## src/rtl/shift_buffer_pkg.sv

```systemverilog
// Shared constants for the serial shift buffer: buffer width, sync field geometry
// and the derived frame match mask/value.
package shift_buffer_pkg;

   localparam int unsigned WIDTH    = 64;
   localparam int unsigned HEAD_MSB = 62;
   localparam int unsigned HEAD_W   = 5;
   localparam int unsigned TAIL_MSB = 8;
   localparam int unsigned TAIL_W   = 9;

   // Mask covering bits [msb -: w] of a WIDTH-bit vector.
   function automatic logic [WIDTH-1:0] field_mask(input int unsigned msb, input int unsigned w);
      logic [WIDTH-1:0] ones;
      ones = (WIDTH'(1) << w) - WIDTH'(1);
      return ones << (msb - w + 1);
   endfunction

   localparam logic [WIDTH-1:0] HEAD_MASK   = field_mask(HEAD_MSB, HEAD_W);
   localparam logic [WIDTH-1:0] TAIL_MASK   = field_mask(TAIL_MSB, TAIL_W);
   localparam logic [WIDTH-1:0] MATCH_MASK  = HEAD_MASK | TAIL_MASK;
   // Both sync fields are runs of ones, so the required value equals the mask.
   localparam logic [WIDTH-1:0] MATCH_VALUE = MATCH_MASK;

   typedef enum logic [1:0] {
      ACT_HOLD  = 2'd0,
      ACT_SHIFT = 2'd1,
      ACT_CLEAR = 2'd2
   } action_e;

endpackage

```

## src/rtl/shift_buffer_if.sv

```systemverilog
// Serial-in / parallel-out bus between a stream source and the shift buffer.
interface shift_buffer_if;
   import shift_buffer_pkg::*;

   logic             en;
   logic             din;
   logic             pkt_rst;
   logic [WIDTH-1:0] dout;
   logic             pkt_rec;

   modport master (output en, din, pkt_rst, input  dout, pkt_rec);
   modport slave  (input  en, din, pkt_rst, output dout, pkt_rec);

endinterface

```

## src/rtl/shift_buffer_sync_matcher.sv

```systemverilog
// Combinational frame detector: head and tail sync fields both present.
module sync_matcher
   import shift_buffer_pkg::*;
(
   input  logic [WIDTH-1:0] vec_i,
   output logic             match_c_o
);

   assign match_c_o = ((vec_i & MATCH_MASK) == MATCH_VALUE);

endmodule

```

## src/rtl/shift_buffer.sv

```systemverilog
// 64-bit serial shift buffer that freezes on a complete sync-framed packet
// until acknowledged with pkt_rst.
module shift_buffer
   import shift_buffer_pkg::*;
(
   input  logic           clk,
   input  logic           rst,
   shift_buffer_if.slave  bus
);

   logic [WIDTH-1:0] buf_q, buf_d;
   logic [WIDTH-1:0] shifted;
   logic             pkt_rec_q, pkt_rec_d;
   logic             match_c;
   action_e          action;

   assign shifted = {buf_q[WIDTH-2:0], bus.din};

   // Match is judged on the post-shift value so the flag rises with the last tail bit.
   sync_matcher u_sync_matcher (
      .vec_i     (shifted),
      .match_c_o (match_c)
   );

   // Priority: ack clears, a held packet freezes, otherwise shift on enable.
   always_comb begin
      action    = ACT_HOLD;
      buf_d     = buf_q;
      pkt_rec_d = pkt_rec_q;
      if (bus.pkt_rst) begin
         action = ACT_CLEAR;
      end else if (!pkt_rec_q && bus.en) begin
         action = ACT_SHIFT;
      end
      case (action)
         ACT_CLEAR: begin
            buf_d     = '0;
            pkt_rec_d = 1'b0;
         end
         ACT_SHIFT: begin
            buf_d     = shifted;
            pkt_rec_d = match_c;
         end
         default: ;
      endcase
   end

   always_ff @(posedge clk) begin
      if (rst) begin
         buf_q     <= '0;
         pkt_rec_q <= 1'b0;
      end else begin
         buf_q     <= buf_d;
         pkt_rec_q <= pkt_rec_d;
      end
   end

   assign bus.dout    = buf_q;
   assign bus.pkt_rec = pkt_rec_q;

endmodule

```

## src/flat_wrapper.sv

```systemverilog
// flat-port wrapper written by rule: the top's interface ports become plain ports
module shift_buffer_flat import shift_buffer_pkg::*;
  (clk, rst, bus_en, bus_din, bus_pkt_rst, bus_dout, bus_pkt_rec);
  shift_buffer_if bus_i ();
  input  logic clk;
  input  logic rst;
  input wire logic [$bits(bus_i.en)-1:0] bus_en;
  input wire logic [$bits(bus_i.din)-1:0] bus_din;
  input wire logic [$bits(bus_i.pkt_rst)-1:0] bus_pkt_rst;
  output wire logic [$bits(bus_i.dout)-1:0] bus_dout;
  output wire logic [$bits(bus_i.pkt_rec)-1:0] bus_pkt_rec;
  assign bus_i.en = bus_en;
  assign bus_i.din = bus_din;
  assign bus_i.pkt_rst = bus_pkt_rst;
  assign bus_dout = bus_i.dout;
  assign bus_pkt_rec = bus_i.pkt_rec;
  shift_buffer u_core (.clk(clk), .rst(rst), .bus(bus_i));
endmodule
```

## config.mk

```make
export PLATFORM = sky130hd
export DESIGN_NAME = shift_buffer_flat
export DESIGN_NICKNAME = d
export VERILOG_FILES = /design/src/rtl/shift_buffer_pkg.sv /design/src/rtl/shift_buffer_if.sv /design/src/rtl/shift_buffer_sync_matcher.sv /design/src/rtl/shift_buffer.sv /design/src/flat_wrapper.sv
export SDC_FILE = /design/constraint.sdc
export NUM_CORES = 1
export LEC_CHECK = 0
export ABC_CLOCK_PERIOD_IN_PS = 1500
export CORE_UTILIZATION = 50
export DETAILED_ROUTE_END_ITERATION = 7
export DONT_BUFFER_PORTS = 1
export HOLD_SLACK_MARGIN = 0.12
export MAX_ROUTING_LAYER = met4
export PLACE_DENSITY = 0.68
export SLEW_MARGIN = 30
export SYNTH_ARGS = -nofsm -noshare
export SYNTH_HDL_FRONTEND = slang
export SYNTH_SLANG_ARGS = --single-unit
```

## constraint.sdc

```tcl
create_clock -name clk -period 1.5 [get_ports clk]
set_input_delay 0.075 -clock clk [delete_from_list [all_inputs] [get_ports clk]]
set_output_delay 0.075 -clock clk [all_outputs]
set_load 0.005 [all_outputs]
```

; Word-level counts from Yosys, hierarchy flattened
; Cells that the tools add are included.
[word_totals]
reg_bits = 65
out_inout_bits = 65
elab_cells = 12
[op_classes]
n_eq_ne = 3
mux = 4
reduce_logical = 3
[op_table]
columns = op, n
row1 = one-hot mux 64 bit (2 select lines), 1
row2 = "== test 14 bit, second input constant", 1
row3 = "== test 2 x 1 -> 1 bit, second input constant", 1
row4 = "== test 2 bit, second input constant", 1
row5 = two-way mux 2 bit, 1
row6 = one-hot mux 1 bit (2 select lines), 1
row7 = nonzero test 2 bit, 1
row8 = logical AND 1 bit, 1
row9 = logical NOT 1 bit, 1
row10 = two-way mux 1 bit, 1

; Longest topological paths before layout
[depth]
word_depth = 6
depth_mapped = 5

; Hierarchy
; Synthesis repeated with hierarchy kept, for this count alone.
[unflattened]
hier_cells = 288
hier_area_um2 = 2288.4
[modules_own_cells]
columns = module, instances, cells_each, area_each_um2
row1 = shift_buffer, 1, 283, 2253.4
row2 = sync_matcher, 1, 5, 35.0

; Least setup slack after synthesis
; OpenSTA, ideal clock, no wires.
[synth_path]
path_type = register to register
start = register u_core.buf_q[0], in the netlist u_core.bus.dout[0]
end = register u_core.pkt_rec_q, in the netlist u_core.bus.pkt_rec
setup_time_ps = 88
t_arrival_ps = 1043
t_required_ps = 1412
slack_ps = 369
stages_incl_launch_ff = 4
n_path_buf = 0
period_less_slack_ps = 1131
cell_sequence = dfxtp_1 -> nand4_1 -> or4_4 -> o32ai_2
[synth_between]
elab_chain_len = 2
[synth_lines]
columns = element, line
row1 = start: declaration, shift_buffer.sv:11  ; logic [WIDTH-1:0] buf_q, buf_d;
row2 = start signal: assignment, shift_buffer.sv:53  ; buf_q <= buf_d;
row3 = == test 14 bit, shift_buffer_sync_matcher.sv:9  ; assign match_c_o = ((vec_i & MATCH_MASK) == MATCH_VALUE);
row4 = one-hot mux 1 bit (2 select lines), shift_buffer.sv:35  ; case (action)
row5 = end signal: assignment, shift_buffer.sv:54  ; pkt_rec_q <= pkt_rec_d;
row6 = end: declaration, shift_buffer.sv:13  ; logic pkt_rec_q, pkt_rec_d;
; Every way passes these cells.
; A chain may end at the register's enable or synchronous reset.

==> reports/metrics.cfg <==
[global_routing]
overflow = 0
grt_pass1_wl_um = 8510
antenna_found_initial = 0
grt_max_degree = 67
grt_pass1_vias = 1752
grt_usage_pct = 21.1

[route]
drc = 0
viasPerCell = 5.57
post_drt_wl_per_cell_um = 15.2
finalWirelength_um = 5430
drt-initial-drc-count = 114
ant_nets = 0
num_vias = 1994
first_pass_iters = 4

[layout]
syn_to_final_growth_pct = 9.39
antenna_cells = 0
design_area_sq_um = 2810
nets = 291
drive_above_1_share_pct = 8.59

[run]
drv_cap = 0

[setup_path]
worstSetupPathType = input port to flop
crit_path_end_kind = flop
worstPathArrival_ps = 1640
crit_end = u_core.bus.pkt_rec
worstPathCellList = dlygate4sd3_1 > buf_16 > nand4b_1 > or4_4 > o32ai_2
crit_start = rst
worst_setup_path_start_kind = input port
reg2reg_from = u_core.bus.pkt_rec
slowest_delay_ps = 600
critPathSlowestCell = dlygate4sd3_1
r2r_slack_ps = 220
r2r-end = u_core.bus.dout[24]
reg2reg_depth = 4
required_ps = 1740
critPathMaxFanout = 66

[clock_network]
cts.sinks = 65
post_cts_buffers = 0
cts_max_path_buffers = 2
cts_buffers = 9
ctsResizeCount = 0
cts_tree = yes
clk_latency_ps = 320
ctsHtreeMaxLevel = 3
path_clk_slew_ps = 70
cts-root-buf = clkbuf_8

[floorplan]
die_x_um = 73.7
fp-row-count = 25
pin_count = 70
coreArea_sq_um = 4850
start_util_pct = 53.1
fp.dieH_um = 73.7
dieArea_sq_um = 5440

[sta]
worst_pin_slew_ps = 342
clock_skew_ps = 6.02
drv_slew = 0
tns_ps = 0
setup_viol_count_final = 0
period_needed_ps = 1390
hold_viol_final = 0
fin_ws_ps = 108
max_freq_mhz = 718
slew_headroom_pct = 77.2
rsz0062_at_grt = false
whs_ps = 112
post-route-period-util_pct = 92.8

[power]
power_mw = 3.19
ir_drop_mv = 0.709
p_per_area_nw_per_um2 = 1130
p_leak_nw = 0.841

[placed_design]
port_buffers = 0
dp_hpwl_um = 3060
routabilityCongestion = 0.768
dpl_cell_area_sq_um = 2570
dpl_worst_slack_ps = 219

[synth]
yosys.cell_types.count = 14
synth-seq-area-share_pct = 50.6
synth_seq_cells = 65
synthCells = 294
yosys_warnings = 0
syn_nets = 299
avgSynthCellArea_sq_um = 8.75
synth_area_sq_um = 2570

[outcome]
status = complete, no violations

[hold_path]
hold_class = input port to flop

==> worst max-delay path: cells and delay by family <==
kind	cells	cell delay, ps
buf+inv	2	820
simple gates	2	640
compound gates	1	90
==> final cells by class <==
class,instances,area [sq um]
fillers,450,2030
multi-input cells,200,1120
flip-flops and latches,65,1300
inverters,1,3.75
repair buffers,9,130
well taps,67,83.8
clock buffers,13,159
clock inverters,3,15.0
==> worst min-delay path by stage <==
| stage | startpoint | endpoint | slack, ps | cells after the start |
|---|---|---|---|---|
| 3_5_place_dp | rst | u_core.bus.dout[3] | 150 | 1 |
| 5_1_grt | bus_pkt_rst | u_core.bus.pkt_rec | 120 | 2 |
| 4_1_cts | rst | u_core.bus.dout[12] | -200 | 1 |
| 3_3_place_gp | rst | u_core.bus.dout[3] | 150 | 1 |
| 6_report | bus_pkt_rst | u_core.bus.pkt_rec | 110 | 2 |
| 2_1_floorplan | bus_din | u_core.bus.dout[0] | 210 | 2 |
==> cell usage after synthesis, drive strengths merged <==
master	instances	area, sq um
nand2	65	244
a21oi	64	320
o32ai	1	16.3
or4	1	11.3
dfxtp	65	1300
nor3b	1	12.5
nand3b	64	480
buf	20	125
nand4b	1	8.76
nand4	2	12.5
inv	1	3.75
clkbuf	8	30.0
nand2b	1	6.26
==> power by group <==
part	internal [mW]	switching, mW
Combinational	0.0597	0.104
Clock	0.683	0.614
Sequential	1.73	0.00161
==> stage by stage <==
| step | std cells | util [%] |
|---|---|---|
| global route | 358 | 58.0 |
| finish | 358 | 58.0 |
| global placement | 338 | 53.1 |
| CTS | 354 | 56.6 |
| detailed placement | 338 | 53.1 |
| floorplan | 294 | - |
==> state kept, by name, indices dropped and copies added, names as in the netlist <==
signal / count
u_core.bus.dout: 64
u_core.bus.pkt_rec: 1
==> cells in the final DEF, fill, tap and decap left out <==
master	Yosys	routed
nand2_1	65	65
dfxtp_1	65	65
nand3b_1	64	64
a21oi_1	64	64
clkbuf_8	0	11
clkinv_2	0	3
buf_12	0	3
buf_4	10	3
nand4_1	2	2
clkbuf_1	8	2
dlygate4sd3_1	0	2
nor3b_4	0	1
nand2b_2	0	1
inv_1	1	1
nand4b_1	1	1
or4_4	1	1
o32ai_2	1	1
buf_16	0	1
==> routing by layer <==
layer | wire [um] | GRT usage, %
met5 | 0 | -
met4 | 87 | 10.9
met3 | 406 | 7.68
met2 | 2460 | 30.1
met1 | 2480 | 26.1
==> cells by family after synthesis <==
logic type,after synthesis,synth area share (%)
buffers and inverters,29,6.18
DFF,65,50.6
AOI/OAI and AO/OA,65,13.1
and+or+nand+nor,135,30.2
Power figures use the tool's default switching activity.
